[src/rtl/outputbuf.sv]
// Line-to-element serializer: accepts a 4-element line per handshake and streams
// the elements out one per transfer, data1 first, with an active + pending line buffer.
module outputbuf #(
  parameter int DATA_W = 2
) (
  input  logic              clk,
  input  logic              rst,
  input  logic              in_valid,
  output logic              in_ready,
  input  logic [DATA_W-1:0] data1,
  input  logic [DATA_W-1:0] data2,
  input  logic [DATA_W-1:0] data3,
  input  logic [DATA_W-1:0] data4,
  output logic              out_valid,
  input  logic              out_ready,
  output logic [DATA_W-1:0] data_out,
  output logic              out_last,
  output logic              line_done
);

  typedef enum logic {IDLE = 1'b0, SEND = 1'b1} state_t;

  state_t            state_reg, state_next;
  logic [1:0]        idx_reg, idx_next;
  logic              pend_full_reg, pend_full_next;
  logic              line_done_reg, line_done_next;
  logic [DATA_W-1:0] active_reg [4];
  logic [DATA_W-1:0] active_next [4];
  logic [DATA_W-1:0] pend_reg [4];
  logic [DATA_W-1:0] pend_next [4];
  logic [DATA_W-1:0] line_in [4];
  logic [4*DATA_W-1:0] line_flat;

  logic accept, xfer, last_xfer;
  logic load_active_in, load_active_pend, load_pend;

  assign line_flat = {data4, data3, data2, data1};
  assign accept    = in_valid && in_ready;
  assign xfer      = out_valid && out_ready;
  assign last_xfer = xfer && (idx_reg == 2'd3);

  // A new line bypasses pend when nothing is active or the active line is finishing with pend empty.
  assign load_active_in   = accept && ((state_reg == IDLE) || (last_xfer && !pend_full_reg));
  assign load_active_pend = last_xfer && pend_full_reg;
  assign load_pend        = accept && !load_active_in;

  always_ff @(posedge clk or negedge rst) begin
    if (!rst) begin
      state_reg <= IDLE;
    end else begin
      state_reg <= state_next;
    end
  end

  always_comb begin
    state_next = state_reg;
    case (state_reg)
      IDLE: if (accept) state_next = SEND;
      SEND: if (last_xfer && !pend_full_reg && !accept) state_next = IDLE;
      default: state_next = IDLE;
    endcase
  end

  always_comb begin
    out_valid = (state_reg == SEND);
    data_out  = active_reg[idx_reg];
    out_last  = (state_reg == SEND) && (idx_reg == 2'd3);
    in_ready  = !pend_full_reg;
    line_done = line_done_reg;
  end

  always_comb begin
    idx_next = idx_reg;
    if (state_reg == IDLE || last_xfer) begin
      idx_next = 2'd0;
    end else if (xfer) begin
      idx_next = idx_reg + 2'd1;
    end

    pend_full_next = pend_full_reg;
    if (load_active_pend) pend_full_next = 1'b0;
    if (load_pend)        pend_full_next = 1'b1;

    line_done_next = last_xfer;
  end

  always_ff @(posedge clk or negedge rst) begin
    if (!rst) begin
      idx_reg       <= 2'd0;
      pend_full_reg <= 1'b0;
      line_done_reg <= 1'b0;
    end else begin
      idx_reg       <= idx_next;
      pend_full_reg <= pend_full_next;
      line_done_reg <= line_done_next;
    end
  end

  generate
    for (genvar gi = 0; gi < 4; gi++) begin : g_elem
      assign line_in[gi] = line_flat[gi*DATA_W +: DATA_W];

      always_comb begin
        active_next[gi] = active_reg[gi];
        if (load_active_in)        active_next[gi] = line_in[gi];
        else if (load_active_pend) active_next[gi] = pend_reg[gi];
        pend_next[gi] = load_pend ? line_in[gi] : pend_reg[gi];
      end

      always_ff @(posedge clk or negedge rst) begin
        if (!rst) begin
          active_reg[gi] <= '0;
          pend_reg[gi]   <= '0;
        end else begin
          active_reg[gi] <= active_next[gi];
          pend_reg[gi]   <= pend_next[gi];
        end
      end
    end
  endgenerate

endmodule

[config.mk]
export PLATFORM = sky130hd
export DESIGN_NAME = outputbuf
export DESIGN_NICKNAME = d
export VERILOG_FILES = /design/src/rtl/outputbuf.sv
export SDC_FILE = /design/constraint.sdc
export NUM_CORES = 1
export LEC_CHECK = 0
export CORE_MARGIN = 5
export CORE_UTILIZATION = 30
export CTS_CLUSTER_DIAMETER = 50
export DETAILED_ROUTE_END_ITERATION = 8
export PLACE_DENSITY = 0.56
export SYNTH_ARGS = -nofsm -noshare
export SYNTH_HDL_FRONTEND = slang
export SYNTH_SLANG_ARGS = --single-unit
[constraint.sdc]
create_clock -name clk -period 4.45 [get_ports clk]
set_clock_uncertainty 0.2 [all_clocks]
set_input_delay 0.89 -clock clk [delete_from_list [all_inputs] [get_ports clk]]
set_output_delay 0.89 -clock clk [all_outputs]
set_load 0.01 [all_outputs]
==> metrics.csv, run 1 <==
stage,metric,value,unit
clocking,clock_path_buffers,2,
layout,fin_nets,100,
timing,rsz0062_at_grt,no,
clocking,cts_tree,done,
timing,worstMarginPinSlew,0.909,ns
floorplanning,io_pins,18,
worst_hold_path,whs_endpoint,pend_reg[1],
synth,synth.mux.area_fraction,34.8,%
critical_path,rr_endpoint,active_reg[6],
layout,final_util,38.2,%
synth,seq_area_frac_synth,51.4,%
synth,synth_area_per_cell,15.3,um2
layout,drive_above_1_share,37.2,%
synth,synth_top_family_by_area,multiplexers,
power_and_ir_drop,peakVddDrop,0.235,mV
clocking,clock_latency,0.31,ns
timing,fin_crit,2.90,ns
floorplanning,initial_core_util,30.9,%
critical_path,cp_top_family,multiplexers,
routing,post_drt_wl_per_cell,13.1,um
timing,setup_viol,0,
routing,drt-initial-drc-count,25,
critical_path,crit_arrival,1.81,ns
run,drv_cap,0,
timing,fmax,345,MHz
power_and_ir_drop,power,781,uW
critical_path,cp_max_fo,5,
clocking,hold_buffers,0,
placement,pre_cts_slack,1.72,ns
worst_hold_path,hp-class,flip-flop to flip-flop,
timing,worst_slack,1.55,ns
timing,slew_headroom,39.2,%
synth,synthAdderAreaFrac,1.22,%
routing,viasPerCell,4.38,
placement,globalplace.congestion,0.683,
layout,antenna_cells,0,
grt,grt_start_max_net_pins,22,
placement,dp_hpwl,1260,um
critical_path,worstSetupStartpointType,flip-flop,
floorplanning,die_area,4680,um2
synth,synthCells,67,
clocking,cts_resized,0,
synth,synth_warnings,0,
run_status,status,finished clean,
worst_hold_path,whs_path_depth,1,
critical_path,worst_setup_path_end_kind,output pin,
floorplanning,coreArea,3310,um2
clocking,root_buffer,clkbuf_4,
grt,grt_overflow_total,0,
critical_path,crit_buf_inv,1,
critical_path,crit_chain,mux4_2 > clkdlybuf4s50_1,
critical_path,cpPeakStageDelay,0.54,ns
routing,antenna_left,0,
synth,synth_cell_type_count,21,
synth,postSynthNetCount,80,
routing,drc,0,
timing,hold_viol,0,
critical_path,cp.required,3.36,ns
timing,period_share,65.2,%
clocking,clkTransAtPathRegs,0.12,ns
synth,syn_area,1020,um2
critical_path,regToRegStartpoint,idx_reg[0],
power_and_ir_drop,p_per_area,618,nW/um2
routing,finalWirelength,1730,um
clocking,htree_levels,1,
floorplanning,chipWidth,68.4,um
routing,vias,578,
worst_hold_path,hp-start,pend_reg[1],
synth,synth-simple-area-share,8.20,%
floorplanning,rows,21,
grt,antenna_found_initial,0,
timing,setup_tns,0,ns
floorplanning,dieHeight,68.4,um
grt,grt_use_total,8.94,%
critical_path,r2r_cells,4,
critical_path,slowest_stage,mux4_2,
critical_path,rrSetupSlack,2.46,ns
timing,drv_slew,0,
placement,placed_area,1230,um2
clocking,post_cts.repair.setup_buffers,0,
placement,port_buffers,17,
routing,dr.pass1.iters,2,
synth,synth_compound_area_share,2.45,%
synth,synth-xor-area-share,0,%
layout,area_growth,23.6,%
clocking,cts_sinks,21,
grt,grt_pass1_vias,618,
grt,grt_first_pass_wirelength,2950,um
synth,ys_ff_latch,21,
critical_path,path_class,flip-flop to output pin,
power_and_ir_drop,leakage,0.000544,uW
layout,fin_area,1260,um2
clocking,cts_buffers,3,
-- final cells by class --
class,instances,area (um2)
fillers,340,2050
flip-flops and latches,21,526
multi-input cells,43,477
repair buffers,17,170
well taps,46,57.6
clock buffers,3,22.5
clock inverters,1,7.51
inverters,1,3.75
-- synthesized netlist by cell type --
| master | instances | share of area, % |
|---|---|---|
| a21boi_0 | 1 | 0.73 |
| a21o_1 | 1 | 0.73 |
| and2_1 | 1 | 0.61 |
| and3_1 | 1 | 0.61 |
| buf_2 | 1 | 0.49 |
| buf_6 | 1 | 1.1 |
| dfrtp_1 | 21 | 51 |
| ha_1 | 1 | 1.2 |
| inv_1 | 1 | 0.37 |
| mux2_2 | 16 | 18 |
| mux2_4 | 8 | 12 |
| mux2i_1 | 1 | 0.98 |
| mux4_2 | 2 | 4.4 |
| nand2_1 | 2 | 0.73 |
| nand2b_1 | 2 | 1.2 |
| nand3b_1 | 1 | 0.73 |
| nand4_2 | 1 | 1.2 |
| nand4_4 | 1 | 2.1 |
| nor2_1 | 1 | 0.37 |
| nor2b_1 | 1 | 0.61 |
| o21ai_0 | 2 | 0.98 |
-- routing by layer --
| layer | part of all wire [%] | vias up | global-route usage, % | routed length, um |
|---|---|---|---|---|
| li1 | - | 283 | - | - |
| met1 | 45 | 275 | 11.2 | 772 |
| met2 | 48 | 16 | 13.7 | 822 |
| met3 | 5.3 | 4 | 2.96 | 91 |
| met4 | 2.5 | 0 | 4.47 | 44 |
| met5 | 0 | - | 0 | 0 |
-- metrics by stage --
| stage | cells | hold WS (ns) |
|---|---|---|
| global placement | 128 | 0.286 |
| floorplan | 67 | 0.275 |
| global route | 132 | 0.341 |
| detailed placement | 128 | 0.292 |
| finish | 132 | 0.316 |
| CTS | 132 | 0.323 |
-- how the worst max path moves through the flow --
stage / cells past startpoint / end / start
floorplan: 1 / data_out[0] / idx_reg[0]
global placement: 4 / active_reg[0] / out_ready
detailed placement: 4 / active_reg[0] / out_ready
CTS: 2 / data_out[0] / idx_reg[0]
global route: 2 / data_out[1] / idx_reg[0]
finish: 2 / data_out[0] / idx_reg[0]
-- power breakdown --
| group | internal (uW) | switching [uW] | total (uW) |
|---|---|---|---|
| Clock | 34.4 | 60.3 | 94.7 |
| Sequential | 282 | 63.7 | 346 |
| Combinational | 233 | 108 | 340 |
-- cell usage in the layout, fill, tap and decap left out, types with 2 or more instances in the layout --
cell	n
clkbuf_4	3
o21ai_0	2
clkdlybuf4s50_1	17
mux2_4	8
nand2b_1	2
mux2_2	16
mux4_2	2
nand2_1	2
dfrtp_1	21
-- kinds of logic after synthesis --
kind of cell / count (synthesis)
multiplexers: 27
AO/OA/AOI/OAI: 4
flip-flops: 21
adder cells (fa/ha/maj): 1
buffers and inverters: 3
AND/OR/NAND/NOR: 11
No activity file was read; power rests on OpenSTA's default activity.
==> run 2, diff against run 1 <==
==> constraint.sdc (replaced) <==
create_clock -name clk -period 3 [get_ports clk]
set_clock_uncertainty 0.2 [all_clocks]
set_input_delay 0.6 -clock clk [delete_from_list [all_inputs] [get_ports clk]]
set_output_delay 0.6 -clock clk [all_outputs]
set_load 0.01 [all_outputs]
==> run 2 against run 1 <==
Via count shrank 0.17%; design area increased by 0.40%; total power increased by 49%; critical path depth is the same; sequential share of layout area decreased by 0.16 points; routed wire length grew 2.4%; combinational power increased by 49%; critical endpoint unchanged.
==> metrics.csv, run 2 (synthesis results as in run 1) <==
stage,metric,value,unit,change
grt,gr-usage-met2,13.8,%,was 13.7%
layout,area_growth,24.1,%,was 23.6%
critical_path,r2r_cells,4,,unchanged
placement,dp_hpwl,1310,um,was 1260 um
clocking,root_buffer,clkbuf_4,,unchanged
placement,port_buffers,17,,unchanged
timing,period_share,86.7,%,
critical_path,cpPeakStageDelay,0.53,ns,was 0.54 ns
power_and_ir_drop,power.share.sequential,44.6,%,was 44.3%
grt,met1_usage,11.8,%,was 11.2%
timing,setup_viol,0,,unchanged
grt,grt_busiest_layer,met2,,unchanged
critical_path,cp_max_fo,5,,unchanged
grt,grt_start_max_net_pins,22,,unchanged
floorplanning,die_area,4680,um2,unchanged
floorplanning,chipWidth,68.4,um,unchanged
routing,antenna_left,0,,unchanged
timing,setup_tns,0,ns,unchanged
grt,antenna_found_initial,0,,unchanged
power_and_ir_drop,internal_power,814,uW,was 549 uW
critical_path,regToRegStartpoint,idx_reg[0],,unchanged
clocking,clock_latency,0.30,ns,was 0.31 ns
run_status,status,finished clean,,unchanged
critical_path,worst_setup_path_end_kind,output pin,,unchanged
run,drv_cap,0,,unchanged
power_and_ir_drop,peakVddDrop,0.265,mV,was 0.235 mV
critical_path,rrSetupSlack,1.01,ns,was 2.46 ns
routing,drc,0,,unchanged
critical_path,crit_start,idx_reg[0],,unchanged
power_and_ir_drop,switching_share,29.8,%,was 29.7%
grt,grt_first_pass_wirelength,3050,um,was 2950 um
clocking,cts_buffers,3,,unchanged
clocking,clock_path_buffers,2,,unchanged
timing,rsz0062_at_grt,no,,unchanged
layout,fin_nets,101,,was 100
worst_hold_path,hp-class,flip-flop to flip-flop,,unchanged
floorplanning,initial_core_util,30.9,%,unchanged
layout,drive_above_1_share,37.9,%,was 37.2%
worst_hold_path,whs_path_depth,1,,unchanged
critical_path,crit_chain,mux4_2 > clkdlybuf4s50_1,,unchanged
critical_path,cp.required,2.20,ns,was 3.36 ns
worst_hold_path,hp-start,pend_reg[4],,was pend_reg[1]
floorplanning,io_pins,18,,unchanged
critical_path,path_depth,2,,unchanged
layout,layout_commonest_cell,dfrtp_1,,unchanged
clocking,post_cts.repair.setup_buffers,0,,unchanged
power_and_ir_drop,p_per_area,914,nW/um2,was 618 nW/um2
critical_path,path_class,flip-flop to output pin,,unchanged
floorplanning,coreArea,3310,um2,unchanged
clocking,cts_tree,done,,unchanged
routing,viasPerCell,4.34,,was 4.38
grt,grt_pass1_vias,613,,was 618
clocking,hold_buffers,0,,unchanged
clocking,htree_levels,1,,unchanged
clocking,cts_resized,0,,unchanged
placement,dp.cells,129,,was 128
power_and_ir_drop,switching_power,346,uW,was 232 uW
critical_path,cp_top_family,multiplexers,,unchanged
timing,slew_headroom,68.5,%,was 39.2%
floorplanning,dieHeight,68.4,um,unchanged
routing,vias,577,,was 578
placement,globalplace.congestion,0.685,,was 0.683
grt,grt.met3_usage,2.79,%,was 2.96%
layout,layout_common_cells,"dfrtp_1, clkdlybuf4s50_1, mux2_2, mux2_4, clkbuf_4",,unchanged
critical_path,worstSetupStartpointType,flip-flop,,unchanged
clocking,clkTransAtPathRegs,0.12,ns,about the same
timing,hold_viol,0,,unchanged
clocking,cts_sinks,21,,unchanged
grt,grt_use_total,9.17,%,was 8.94%
layout,layout.cells.non_filler,133,,was 132
power_and_ir_drop,clkPwrFrac,11.9,%,was 12.1%
routing,post_drt_wl_per_cell,13.3,um,was 13.1 um
routing,drt-initial-drc-count,44,,was 25
layout,antenna_cells,0,,unchanged
timing,drv_slew,0,,unchanged
critical_path,crit_buf_inv,1,,unchanged
critical_path,slowest_stage,mux4_2,,unchanged
timing,worstMarginPinSlew,0.473,ns,was 0.909 ns
timing,fmax,384,MHz,
power_and_ir_drop,power_frac_comb,43.6,%,about the same
timing,fin_crit,2.60,ns,
floorplanning,rows,21,,unchanged
grt,grt_overflow_total,0,,unchanged
timing,fin_hold_ws,0.319,ns,was 0.316 ns
routing,dr.pass1.iters,4,,was 2
routing,finalWirelength,1770,um,was 1730 um
critical_path,crit_arrival,1.80,ns,was 1.81 ns
power_and_ir_drop,leakage,0.000553,uW,was 0.000544 uW
==> run 2: cell count changes in the layout (fill, tap and decap cells not counted), sizes merged <==
cell,delta
clkinv,+1
buf,+1
clkinvlp,-1
==> run 2: stage by stage <==
step / instance area [um2] / util [%] / worst slack (ns) / power, uW
after global routing: 1270 / 38.3 / 0.286 / 1250
after floorplan: 1020 / - / 1.24 / 867
after CTS: 1270 / 38.3 / 0.363 / 1180
final: 1270 / 38.3 / 0.398 / 1160
after detailed placement: 1240 / 37.5 / 0.570 / 1040
after global placement: 1240 / 37.5 / 0.588 / 1030
==> run 2: layout make-up <==
class                           instances  area, um2
Fill cell                             341       2040
Sequential cell                        21        526
Multi-Input combinational cell         43        477
Timing Repair Buffer                   18        178
Tap cell                               46       57.6
Clock buffer                            3       22.5
Clock inverter                          1       5.00
Inverter                                1       3.75
==> run 2: final timing paths <==
| path | to |
|---|---|
| max in group asynchronous | active_reg[7] |
| min reg2reg | pend_reg[4] |
| min in group asynchronous | pend_reg[0] |
| max | data_out[0] |
| min | pend_reg[4] |
| max reg2reg | active_reg[5] |
==> run 2: worst reg2reg max path, stage by stage (launching register included) <==
cell and delay (ns):
dfrtp_1 0.47, ha_1 0.31, nand2_1 0.13, a21o_1 0.43, mux2_4 0.34
==> run 2: metal layers <==
layer | wire length (um) | vias up
li1 | - | 287
met1 | 853 | 275
met2 | 807 | 13
met3 | 75 | 2
met4 | 34 | 0
met5 | 0 | -
==> run 2: power by group through the flow <==
stage	Sequential [uW]	Combinational [uW]	Clock, uW
floorplan	486	381	0
global placement	523	503	0
detailed placement	527	514	0
CTS	520	517	146
global route	538	556	159
finish	517	505	138
